==> src/rtl/lsu_byte_serializer.sv <==
// lsu_byte_serializer: turns core byte/half/word loads and stores into
// little-endian byte transactions on a byte-wide, 1-cycle-latency data memory.
// Load data is assembled and sign/zero-extended for writeback.
// Optional macro LSU_MISALIGN_TRAP_EN: misaligned requests return a fault
// instead of being force-aligned.
`timescale 1ns/1ps

module lsu_byte_serializer #(
    parameter int ADDR_W   = 32,
    parameter int BASE_LAT = 1
) (
    input  logic              clk,
    input  logic              reset_n,
    input  logic              req_valid,
    output logic              req_ready,
    input  logic              req_write,
    input  logic [1:0]        req_size,
    input  logic              req_signed,
    input  logic [31:0]       req_addr,
    input  logic [31:0]       req_wdata,
    output logic              resp_valid,
    output logic [31:0]       resp_rdata,
    output logic              resp_fault,
    output logic [ADDR_W-1:0] mem_addr,
    output logic              mem_re,
    output logic              mem_we,
    output logic [7:0]        mem_wdata,
    input  logic [7:0]        mem_rdata
);

    generate
        if (BASE_LAT != 1) begin : g_bad_latency
            $error("lsu_byte_serializer supports BASE_LAT == 1 only");
        end
    endgenerate

`ifdef LSU_MISALIGN_TRAP_EN
    localparam bit TRAP_EN = 1'b1;
`else
    localparam bit TRAP_EN = 1'b0;
`endif

    typedef enum logic [1:0] {IDLE, ISSUE, DRAIN, RESP} state_t;

    state_t      state;
    logic [1:0]  cnt;        // index of the byte currently on the memory bus
    logic        write_q;
    logic [1:0]  size_q;
    logic        signed_q;
    logic [31:0] wdata_q;
    logic [31:0] asm_q;      // load data assembled so far

    logic              req_mis;
    logic [ADDR_W-1:0] req_base;
    logic [1:0]        last_idx;
    logic [1:0]        cap_idx;
    logic [31:0]       asm_fill;

    function automatic logic [7:0] byte_of(input logic [31:0] w, input logic [1:0] i);
        return w[{i, 3'b000} +: 8];
    endfunction

    function automatic logic [31:0] extend(input logic [31:0] v, input logic [1:0] sz,
                                           input logic sg);
        case (sz)
            2'd0:    return {{24{sg & v[7]}}, v[7:0]};
            2'd1:    return {{16{sg & v[15]}}, v[15:0]};
            default: return v;
        endcase
    endfunction

    // Request decode: misalignment, aligned base address, last byte index,
    // and the assembly word with the byte arriving this cycle merged in.
    always_comb begin
        req_base = req_addr[ADDR_W-1:0];
        req_mis  = 1'b0;
        case (req_size)
            2'd0: req_mis = 1'b0;
            2'd1: begin
                req_mis     = req_addr[0];
                req_base[0] = 1'b0;
            end
            default: begin
                req_mis       = (req_addr[1:0] != 2'b00);
                req_base[1:0] = 2'b00;
            end
        endcase

        case (size_q)
            2'd0:    last_idx = 2'd0;
            2'd1:    last_idx = 2'd1;
            default: last_idx = 2'd3;
        endcase

        // mem_rdata lags the strobe by one cycle, so in ISSUE it carries the
        // previous byte; in DRAIN it carries the final byte (cnt stays at last).
        cap_idx  = (state == DRAIN) ? cnt : cnt - 2'd1;
        asm_fill = asm_q;
        asm_fill[{cap_idx, 3'b000} +: 8] = mem_rdata;
    end

    // Access sequencer with registered handshake, memory and response outputs.
    always_ff @(posedge clk or negedge reset_n) begin
        if (!reset_n) begin
            state      <= IDLE;
            req_ready  <= 1'b1;
            resp_valid <= 1'b0;
            resp_fault <= 1'b0;
            resp_rdata <= '0;
            mem_re     <= 1'b0;
            mem_we     <= 1'b0;
            mem_addr   <= '0;
            mem_wdata  <= '0;
            cnt        <= '0;
            asm_q      <= '0;
            write_q    <= 1'b0;
            size_q     <= '0;
            signed_q   <= 1'b0;
            wdata_q    <= '0;
        end else begin
            case (state)
                IDLE: begin
                    if (req_valid) begin
                        write_q   <= req_write;
                        size_q    <= req_size;
                        signed_q  <= req_signed;
                        wdata_q   <= req_wdata;
                        cnt       <= '0;
                        asm_q     <= '0;
                        req_ready <= 1'b0;
                        if (TRAP_EN && req_mis) begin
                            state      <= RESP;
                            resp_valid <= 1'b1;
                            resp_fault <= 1'b1;
                            resp_rdata <= '0;
                        end else begin
                            state     <= ISSUE;
                            mem_addr  <= req_base;
                            mem_re    <= ~req_write;
                            mem_we    <= req_write;
                            mem_wdata <= req_write ? req_wdata[7:0] : 8'h00;
                        end
                    end
                end
                ISSUE: begin
                    if (!write_q && cnt != 2'd0)
                        asm_q <= asm_fill;
                    if (cnt == last_idx) begin
                        mem_re    <= 1'b0;
                        mem_we    <= 1'b0;
                        mem_wdata <= '0;
                        if (write_q) begin
                            state      <= RESP;
                            resp_valid <= 1'b1;
                            resp_rdata <= '0;
                        end else begin
                            state <= DRAIN;
                        end
                    end else begin
                        cnt      <= cnt + 2'd1;
                        mem_addr <= mem_addr + ADDR_W'(1);
                        if (write_q)
                            mem_wdata <= byte_of(wdata_q, cnt + 2'd1);
                    end
                end
                DRAIN: begin
                    asm_q      <= asm_fill;
                    resp_rdata <= extend(asm_fill, size_q, signed_q);
                    resp_valid <= 1'b1;
                    state      <= RESP;
                end
                RESP: begin
                    resp_valid <= 1'b0;
                    resp_fault <= 1'b0;
                    resp_rdata <= '0;
                    req_ready  <= 1'b1;
                    state      <= IDLE;
                end
                default: state <= IDLE;
            endcase
        end
    end

endmodule

==> config.mk <==
export PLATFORM = sky130hd
export DESIGN_NAME = lsu_byte_serializer
export DESIGN_NICKNAME = d
export VERILOG_FILES = /design/src/rtl/lsu_byte_serializer.sv
export SDC_FILE = /design/constraint.sdc
export NUM_CORES = 1
export LEC_CHECK = 0
export BUFFER_PORTS_ARGS = -buffer_cell sky130_fd_sc_hd__buf_2
export CORE_ASPECT_RATIO = 1.2
export CORE_MARGIN = 5
export CORE_UTILIZATION = 48
export CTS_CLUSTER_DIAMETER = 100
export CTS_CLUSTER_SIZE = 24
export DETAILED_ROUTE_END_ITERATION = 10
export PLACE_DENSITY_LB_ADDON = 0.05
export REMOVE_ABC_BUFFERS = 1
export SYNTH_ARGS = -nofsm -noshare
export SYNTH_HDL_FRONTEND = slang
export SYNTH_SLANG_ARGS = --single-unit
==> constraint.sdc <==
create_clock -name clk -period 3.1 [get_ports clk]
set_clock_uncertainty 0.05 [all_clocks]
set_input_delay 0.155 -clock clk [delete_from_list [all_inputs] [get_ports clk]]
set_output_delay 0.155 -clock clk [all_outputs]
set_load 0.01 [all_outputs]
**Yosys cells after proc, flatten, opt, wreduce, memory -nomap -nowiden**

Index checks and enable logic that the tools add are counted.

- Add/sub/neg operators: 4
- Multiply operators: 0
- Div/mod/pow operators: 0
- Magnitude comparators: 0
- Eq/ne operators: 12
- Shift-type cells: 3
- Mux-type cells: 37
- Bitwise operators: 3
- Reductions and logical operators: 19

Operators by type and width:

| kind | number |
|---|---|
| $mux W32 | 6 |
| $pmux W32 S3 | 2 |
| $pmux W32 S2 | 2 |
| $add A32 B1 Y32 const B | 1 |
| $bwmux W32 | 1 |
| $mux W8 | 4 |
| $shift A8 B7 Y32 const A | 1 |
| $shiftx A32 B6 Y8 | 1 |
| $shiftx A8 B7 Y32 | 1 |
| $pmux W8 S2 | 1 |
| $reduce_and A3 Y1 | 5 |
| $mux W2 | 5 |
| $ne A2 B2 Y1 const B | 5 |
| $mux W1 | 9 |
| $pmux W2 S2 | 2 |
| $pmux W2 S4 | 1 |
| $neg A5 Y7 | 1 |
| $eq A2 B1 Y1 const B | 3 |
| $logic_not A2 Y1 | 3 |
| $pmux W1 S2 | 3 |
| $reduce_and A2 Y1 | 3 |
| $reduce_bool A2 Y1 | 3 |
| $reduce_bool A3 Y1 | 2 |
| $eq A2 B2 Y1 const B | 2 |
| 10 further kinds | 11 |

- Register bits after elaboration: 148
- Latch bits: 0
- RAM bits: 0
- Bits in read-only memories: 0
- Bits of input ports: 79
- Output and inout port bits: 77
- Word-level logic and storage cells: 92
- Memories: 0

**Longest topological paths before layout**

Gate-level depths: netlist of the first run.

- Depth after elaboration: 8
- Gate-level depth with buffers: 15
- Gate-level depth less buffers: 11

**Worst setup path before layout of the first run**

Ideal clock, no wire load.

- Kind: register to register
- From: register cnt[0]
- To: register resp_rdata[16]
- Setup time: 135 ps
- Arrival time: 3100 ps
- Required time: 2915 ps
- Slack: -185 ps
- Stages on the path, launching flop included: 15
- Path buffers: 5
- Clock period less this slack: 3285 ps
- Cell sequence: dfrtp_1 buf_6 buf_2 inv_1 ha_1 clkbuf_1 mux2i_1 ha_1 clkbuf_1 inv_1 a41o_1 and4b_1 buf_2 o21ai_2 a21oi_1

- Word-level cells in the longest chain between the ends: 8
- Elaborated cells between the ends (all ways): 13
- Those cells by class: add/sub: 2; eq/ne: 2; shift: 2; mux: 4; bitwise: 2; reduce/logical: 1

Ends and longest elaborated chain:

| what | line | text |
|---|---|---|
| start, declared | 46 | `logic [1:0] cnt;` |
| start signal, assigned | 160 | `cnt <= cnt + 2'd1;` |
| $sub A2 B1 Y2 | 97 | `cap_idx = (state == DRAIN) ? cnt : cnt - 2'd1;` |
| $mux W2 | 97 |  |
| $neg A5 Y7 | 99 | `asm_fill[{cap_idx, 3'b000} +: 8] = mem_rdata;` |
| $shiftx A8 B7 Y32 or $shift A8 B7 Y32 (tied branches) | 99 |  |
| $bwmux W32 | 99 |  |
| $and A1 B1 Y1, on equally long branches | 67, 66 |  |
| $pmux W32 S2 | 65 | `case (sz)` |
| $pmux W32 S3 | 121 | `case (state)` |
| end signal, assigned | 168 | `resp_rdata <= extend(asm_fill, size_q, signed_q);` |
| end, declared | 22 | `output logic [31:0] resp_rdata,` |

Parallel ways exist; a longest one is shown, timed or not.
A chain may end at the register's enable or synchronous reset.

**Final worst setup path of the first run**

- From: register state[0]
- To: register resp_rdata[22]

- Word-level cells in the longest chain between the ends: 8
- Elaborated cells between the ends (all ways): 16
- Those cells by class: add/sub: 1; eq/ne: 5; shift: 2; mux: 4; bitwise: 2; reduce/logical: 2

Ends and longest elaborated chain:

| what | line | text |
|---|---|---|
| start, declared | 45 | `state_t state;` |
| start signal, assigned | 105 | `state <= IDLE;` |
| start signal, assigned | 132 | `state <= RESP;` |
| start signal, assigned | 137 | `state <= ISSUE;` |
| $eq A2 B2 Y1 | 97, 121 |  |
| $mux W2 | 97 |  |
| $neg A5 Y7 | 99 |  |
| $shiftx A8 B7 Y32 or $shift A8 B7 Y32 (tied branches) | 99 |  |
| $bwmux W32 | 99 |  |
| $and A1 B1 Y1, on equally long branches | 67, 66 |  |
| $pmux W32 S2 | 65 |  |
| $pmux W32 S3 | 121 |  |

Parallel ways exist; a longest one is shown, timed or not.

==> results of run 1 <==
## registers in the layout, indices dropped and copies added, names as in the netlist, 2 cells and up
signal	count
size_q	2
wdata_q	32
resp_rdata	32
mem_addr	32
mem_wdata	8
asm_q	32
state	2
cnt	2
## per-stage QoR
stage	hold slack [ns]	worst slack, ns
6_report	0.0156	0.228
5_1_grt	0.00717	0.00314
4_1_cts	0.000549	0.0691
3_5_place_dp	0.184	0.118
3_3_place_gp	0.186	0.269
2_1_floorplan	-0.191	-2.35
## layer usage
metal | vias up | wire length, um | GRT usage
li1 | 3228 | - | -
met5 | - | 0 | 0
met2 | 257 | 10500 | 0.374
met1 | 3361 | 9400 | 0.307
met3 | 35 | 1340 | 0.0573
met4 | 0 | 473 | 0.0778
## path summary, 6_finish.rpt
kind / startpoint / to / slack [ns] / cells past startpoint
min in group asynchronous: reset_n / resp_rdata[11] / 0.27 / 2
hold / removal: req_addr[6] / mem_addr[6] / 0.02 / 3
hold reg to reg: resp_rdata[3] / resp_rdata[3] / 0.42 / 2
setup / recovery: state[0] / resp_rdata[22] / 0.23 / 11
max in group asynchronous: reset_n / req_ready / 1.92 / 3
setup reg to reg: state[0] / resp_rdata[22] / 0.23 / 11
## timing repair
item / 4_1_cts / 5_1_grt
hold endpoints to repair: 124 / 0
setup buffers: 0 / 0
gates resized for setup: 0 / 2
hold buffers: 51 / 0
setup endpoints to repair: 0 / 23
## synth_stat cells, types with 5 or more instances
cell / n / share of area
buf_2: 12 / 0.0077
a22o_1: 18 / 0.020
clkbuf_1: 32 / 0.015
nand2_1: 78 / 0.038
o311a_1: 7 / 0.0090
nor3_1: 8 / 0.0052
nand2b_1: 13 / 0.010
dfrtp_1: 147 / 0.47
and2_1: 5 / 0.0040
a2bb2oi_1: 15 / 0.017
nand4_1: 15 / 0.012
ha_1: 10 / 0.016
nand3_1: 25 / 0.016
a41oi_1: 8 / 0.0090
o21ai_0: 33 / 0.021
mux4_2: 8 / 0.023
mux2_2: 47 / 0.068
a21oi_1: 53 / 0.034
o22ai_1: 24 / 0.019
o21ai_1: 18 / 0.012
and4_1: 5 / 0.0056
nor2_1: 36 / 0.017
a211oi_1: 10 / 0.0097
a32o_1: 8 / 0.010
buf_1: 11 / 0.0053
inv_1: 32 / 0.015
o31ai_1: 17 / 0.016
## worst max-delay path, stage by stage (launching register included)
cell and delay (ns):
dfrtp_1 0.37, inv_1 0.11, ha_2 0.34, clkinv_1 0.15, mux2i_1 0.23, inv_1 0.09
ha_1 0.21, nor2b_1 0.17, a41o_1 0.25, and4b_1 0.42, o21ai_2 0.21, a21oi_1 0.19
## cells by family after synthesis
kind of cell    after synthesis
compound gates              245
simple gates                214
flops                       148
buf+inv                      95
mux                          58
fa+ha+maj                    10
xor+xnor                      2
other cells                   1
## power by group through the flow
stage / Clock, mW / Combinational [mW] / Sequential, mW
detailed placement: 0 / 5.69 / 3.43
global route: 2.28 / 6.34 / 3.54
global placement: 0 / 5.54 / 3.39
floorplan: 0 / 3.61 / 3.47
finish: 2.15 / 5.78 / 3.43
CTS: 2.18 / 5.76 / 3.41
## final cells by class
type	count	area [um^2]
Inverter	34	128
Tap cell	212	265
Fill cell	1390	6220
Clock buffer	20	467
Multi-Input combinational cell	530	3680
Clock inverter	11	149
Timing Repair Buffer	227	1470
Sequential cell	148	3710
==> flow_summary.ini, run 1 <==
[outcome]
status = finished, final reports clean

[place]
dpl_cell_area_um2 = 8730
gp_congestion = 0.867
port_buffers = 154
dp_hpwl_um = 14700
dp_cells = 1100

[floorplan]
pin_count = 156
std_cell_rows = 51
die_h_um = 149
dieWidth_um = 126
start_util = 0.483
die-area_um2 = 18800
core_um2 = 16100

[cells_and_area]
area_delta_synth_final_pct = 27.0
final_area_um2 = 9860
fin_cells = 1182
n_antenna_cell = 0
final_common_cell = buf_2
final_cell_mix = buf_2, dfrtp_1, nand2_1
layout-drive-gt1-share = 0.294
post-route-util = 0.613
fin_nets = 1047

[drt]
routedWlPerCell_um = 18.4
drtIter0Drc = 421
detail_route.first_pass.iterations = 5
via_count = 6881
vias_per_cell = 5.82
drt-total-wl_um = 21700
drc = 0
ant_nets = 0

[power_and_ir_drop]
clock_power_share = 0.189
pwr-share-seq = 0.302
p_int_mw = 6.45
total_power_mw = 11.3
switching_power_mw = 4.90
combPwrFrac = 0.509
leakage_nw = 4.33
swShare = 0.431
power_density_nw_per_um2 = 1150
ir_drop_mv = 0.527

[logic_synthesis]
synth_sequential_area_ratio = 0.477
ys_types = 71
synthCells = 773
synth_top_family_by_area = compound AO/OA/AOI/OAI gates
netlist_area_um2 = 7770
yosys.area_share.simple = 0.139
synth_xor_xnor_area_share = 0.00226
synth_mux_area_frac = 0.0952
synth-compound-area-share = 0.218
synth_top_flop_cell = dfrtp_1
async_flop_share = 1.00
avgSynthCellArea_um2 = 10.0
synthAdderAreaFrac = 0.0161
synth-edff-count = 0
yosys_register_bits = 148
yosysWarnings = 0

[timing]
hold_viol = 0
worst_pin_slew_ns = 0.764
rsz0062_at_grt = no
period_share = 0.927
slew_viol_final = 0
max-slew-margin-rel = 0.489
min_period_ns = 2.87
finalSetupViolCount = 0
max_freq_ghz = 0.348
tns_ns = 0

[worst_setup_path]
cp.required_ns = 3.39
path_max_fanout = 11
critPathKind = flip-flop to flip-flop
critPathLaunchType = flip-flop
crit_path_end_kind = flip-flop
critPathArrivalTime_ns = 3.16

[cts]
cts_tree = built
cts_root_buffer = clkbuf_16
cts_inserted_buffers = 17
clockBufferDepth = 2
cts_sinks = 148
clock_latency_ns = 0.42
clk_pin_slew_ns = 0.06
htree_levels = 4

[run]
maxCapViolations = 0

[min_path]
hold_path.class = primary input to flip-flop

[global_route]
antenna_found_initial = 0
grt_pass1_vias = 6851
grt_overflow = 0
grtUsageTotal = 0.232
grt_pass1_wl_um = 35400
grt_max_degree = 77
(Power assumes the default switching activity.)
==> run 2: changes to the inputs <==
- ABC_AREA: unset -> 1
- MAX_ROUTING_LAYER: unset -> met4
==> flow_summary.ini, run 2 <==
[global_route]
grt_overflow = 0
grt_use_met1 = 0.304
grt_max_degree = 57
antenna_found_initial = 0
met2_usage = 0.389
grt_pass1_vias = 7715
grtUsageTotal = 0.241
grt_pass1_wl_um = 37500
grt-busiest-layer = met2
grt_util_met3 = 0.0457

[timing]
max-slew-margin-rel = 0.505
timing.final.ws_setup_ns = 0.349
rsz0062_at_grt = no
slew_viol_final = 0
max_freq_ghz = 0.364
whs_ns = 0.0111
min_period_ns = 2.75
hold_viol = 0
finalSetupViolCount = 0
period_share = 0.887
worst_pin_slew_ns = 0.740

[cts]
clockBufferDepth = 2
cts_sinks = 148
clock_latency_ns = 0.42
cts_inserted_buffers = 17
clk_pin_slew_ns = 0.06
post_cts_resized = 0
cts_hold_buffers = 42
cts_root_buffer = clkbuf_16
cts_setup_buffers = 0
htree_levels = 4
cts_tree = built

[power_and_ir_drop]
clock_power_share = 0.201
total_power_mw = 10.3
pwr-share-seq = 0.314
combPwrFrac = 0.485
ir_drop_mv = 0.478
power_density_nw_per_um2 = 1010
p_int_mw = 5.48
switching_power_mw = 4.80
leakage_nw = 5.39
swShare = 0.467

[logic_synthesis]
yosys_register_bits = 148
yosysTopAreaCell = dfrtp_1
async_flop_share = 1.00
yosysWarnings = 0
synth_top_area_frac = 0.451
post_synth_main_area_contributors = dfrtp_1, nand2_1, nor2_1
synth_top_flop_cell = dfrtp_1
synth-edff-count = 0
ys_types = 34
synthCells = 1167
synth_sequential_area_ratio = 0.454
ys_top_cells_by_count = nand2_1, dfrtp_1, nor2_1
avgSynthCellArea_um2 = 6.99
yosysMostFrequentCell = nand2_1
netlist_area_um2 = 8160

[drt]
drc = 0
ant_nets = 0
drtIter0Drc = 510
via_count = 7895
detail_route.first_pass.iterations = 7
drt-total-wl_um = 22500
vias_per_cell = 4.98
routedWlPerCell_um = 14.2

[outcome]
status = finished, final reports clean

[cells_and_area]
area_delta_synth_final_pct = 24.3
final_common_cell = nand2_1
n_antenna_cell = 0
fin_nets = 1444
layout-drive-gt1-share = 0.163
post-route-util = 0.604
final_cell_mix = nand2_1, buf_2, dfrtp_1

[place]
port_buffers = 154
dp_slack_ns = 0.378
dp_hpwl_um = 15900
gp_congestion = 0.955

[worst_setup_path]
path_max_fanout = 12
cp.required_ns = 3.41
critPathArrivalTime_ns = 3.06
timing.reg2reg.setup_slack_ns = 0.35
critPathKind = flip-flop to flip-flop
critPathLaunchType = flip-flop
crit_path_end_kind = flip-flop

[floorplan]
die-area_um2 = 19700
std_cell_rows = 52
core_um2 = 16800
die_h_um = 153
start_util = 0.486
dieWidth_um = 129
pin_count = 156

[run]
maxCapViolations = 0

[min_path]
hold_path.class = primary input to flip-flop
[run 2: routing by layer]
layer  wire length [um]  vias up
li1                   -     4038
met1               9740     3600
met2              11000      209
met3               1160       48
met4                614        0
met5                  0        -
[run 2: through the flow]
step | instance area [um^2] | TNS, ns | cells
global placement | 9130 | 0 | 1510
global route | 10100 | 0 | 1584
detailed placement | 9130 | 0 | 1510
CTS | 10100 | 0 | 1584
finish | 10100 | 0 | 1584
floorplan | 7930 | -20.03 | 1122
[run 2: final timing paths]
| path | endpoint | start | cells past startpoint |
|---|---|---|---|
| min in group asynchronous | resp_rdata[2] | reset_n | 2 |
| max in group asynchronous | req_ready | reset_n | 3 |
| max reg2reg | resp_rdata[26] | state[0] | 18 |
| min reg2reg | resp_rdata[13] | resp_rdata[13] | 2 |
| min | mem_addr[29] | req_addr[29] | 5 |
| max | resp_rdata[26] | state[0] | 18 |
[run 2: cells by family after synthesis]
family                     Yosys count  share of synthesized area
and+or+nand+nor                    739                      0.361
DFF                                148                      0.454
AOI/OAI and AO/OA                  137                     0.0969
buffers and inverters              124                     0.0638
adders and majority gates           10                     0.0153
xor gates and xnor gates             8                    0.00859
other                                1                   0.000460
[run 2: cell type report]
type	count	area [um^2]
clock buffers	18	439
inverters	79	297
fillers	1595	6650
repair buffers	214	1350
well taps	216	270
multi-input cells	895	3940
flip-flops and latches	148	3700
clock inverters	14	149
[run 2: critical path, cell delays in order, from the launching register on]
cell and delay, ns:
dfrtp_1 0.40, inv_1 0.16, ha_1 0.28, inv_1 0.12, nand2_1 0.07, nand2_1 0.07, buf_4 0.18, ha_1 0.21
inv_1 0.18, nand2_1 0.14, inv_1 0.08, nand3_1 0.08, nand2_1 0.09, nand2_1 0.06, nand2_2 0.16, inv_1 0.16
nand2_1 0.09, nand2_1 0.05, nand2_1 0.07
[run 2: power by group through the flow]
stage	logic (mW)	registers [mW]	clock network (mW)
after floorplan	3.16	3.27	0
after global placement	4.93	3.24	0
after detailed placement	4.99	3.26	0
after CTS	5.04	3.23	2.11
after global routing	5.71	3.33	2.17
final	4.99	3.23	2.06
==> run 3: changes to the inputs <==
- CORE_MARGIN: 5 -> unset
- clock period: 3.1 -> 3 ns (I/O delays scaled with it)
==> flow_summary.ini, run 3 (synthesized netlist as in run 2, its figures left out) <==
[drt]
drtIter0Drc = 615
highest_layer = met4
via_count = 7993
m1WireLength_um = 10000
vias_per_cell = 5.00
routedWlPerCell_um = 13.9
ant_nets = 0
detail_route.first_pass.iterations = 5
drc = 0
dr_wl_met2_um = 10900
route.met3.wl_um = 941
drt-total-wl_um = 22300

[worst_setup_path]
cp.required_ns = 3.26
crit_path_end_kind = flip-flop
path_delay_family = simple AND/OR/NAND/NOR gates
critPathSlowestCell = dfrtp_1
path_cells = inv_1 > ha_2 > inv_1 > nand2_1 > nand2_1 > ha_1 > nand2_1 > nand3_1 > nand3_2 > nand2_2 > inv_1 > nand2_1 > nand2_1 > nand2_1
slowest_delay_ns = 0.41
critPathKind = flip-flop to flip-flop
path_buf_inv = 3
critPathLaunchType = flip-flop
critPathArrivalTime_ns = 2.92
crit_top_cell = nand2_1
path_max_fanout = 9

[global_route]
grt_pass1_wl_um = 36100
grt_overflow = 0
antenna_found_initial = 0
grt_max_degree = 62
grtUsageTotal = 0.272
grt_pass1_vias = 7390

[floorplan]
std_cell_rows = 51
die-area_um2 = 17500
start_util = 0.497
die_h_um = 145
dieWidth_um = 121
pin_count = 156
core_um2 = 16400

[place]
port_buffers = 154
gp_congestion = 0.915
dp_hpwl_um = 15100
dp_slack_ns = 0.324
dpl_cell_area_um2 = 9140

[timing]
hold_viol = 0
rsz0062_at_grt = no
timing.final.ws_setup_ns = 0.342
min_period_ns = 2.66
period_share = 0.886
worst_pin_slew_ns = 0.720
whs_ns = 0.0119
max_freq_ghz = 0.376
max-slew-margin-rel = 0.518
slew_viol_final = 0
finalSetupViolCount = 0

[min_path]
hold_path.class = primary input to flip-flop

[cts]
cts_inserted_buffers = 17
cts_root_buffer = clkbuf_16
htree_levels = 4
clk_pin_slew_ns = 0.06
cts_tree = built
clock_latency_ns = 0.43
clockBufferDepth = 2
cts_sinks = 148

[run]
maxCapViolations = 0

[cells_and_area]
post-route-util = 0.630
area_delta_synth_final_pct = 26.7
final_common_cell = nand2_1
fillers = 1522
layout-drive-gt1-share = 0.161
final_cell_mix = nand2_1, buf_2, dfrtp_1
n_antenna_cell = 0
fin_nets = 1462
multi_input_area_um2 = 3940
register_area_um2 = 3700
final_area_um2 = 10300

[power_and_ir_drop]
ir_drop_mv = 0.672
power_density_nw_per_um2 = 1040
leakage_nw = 5.47

[outcome]
status = finished, final reports clean
## run 3: layer usage
metal,GRT usage,vias to the layer above
li1,-,4090
met1,0.344,3661
met2,0.442,213
met3,0.0451,29
met4,0.0903,0
met5,-,-
## run 3: cell type report
type,instances,area share
well taps,212,0.0257
clock buffers,21,0.0455
inverters,79,0.0287
flip-flops and latches,148,0.358
multi-input cells,895,0.381
repair buffers,232,0.149
clock inverters,11,0.0120
## run 3: path summary, 6_finish.rpt
| kind | from | endpoint | slack [ns] | depth (start not counted) |
|---|---|---|---|---|
| min reg2reg | resp_rdata[25] | resp_rdata[25] | 0.42 | 2 |
| max reg2reg | state[0] | resp_rdata[29] | 0.34 | 14 |
| max in group asynchronous | reset_n | req_ready | 1.79 | 3 |
| min | req_addr[10] | mem_addr[10] | 0.01 | 5 |
| min in group asynchronous | reset_n | resp_rdata[2] | 0.20 | 2 |
| max | state[0] | resp_rdata[29] | 0.34 | 14 |
## run 3: worst register-to-register path: stages, from the launching register on
cell and delay (ns):
dfrtp_1 0.41, inv_1 0.16, ha_2 0.26, inv_1 0.10
nand2_1 0.07, nand2_1 0.10, ha_1 0.37, nand2_1 0.09
nand3_1 0.13, nand3_2 0.23, nand2_2 0.16, inv_1 0.23
nand2_1 0.08, nand2_1 0.07, nand2_1 0.05
## run 3: power by group
group / switching, mW / leakage, nW / internal, mW
logic: 3.48 / 3.25 / 1.75
clock network: 0.859 / 0.286 / 1.29
registers: 0.618 / 1.93 / 2.72
## run 3: per-stage QoR
stage               power, mW  setup TNS (ns)  cells
floorplan                6.65          -30.63   1122
global placement         8.43               0   1506
CTS                      10.8               0   1598
detailed placement       8.52               0   1506
finish                   10.7               0   1598
global route             11.7               0   1598
## run 3: what timing repair did
action	4_1_cts	5_1_grt
endpoints found under the setup margin	0	2
resized for setup	0	1
setup buffers	0	0
hold endpoints to repair	121	0
hold buffers	60	0
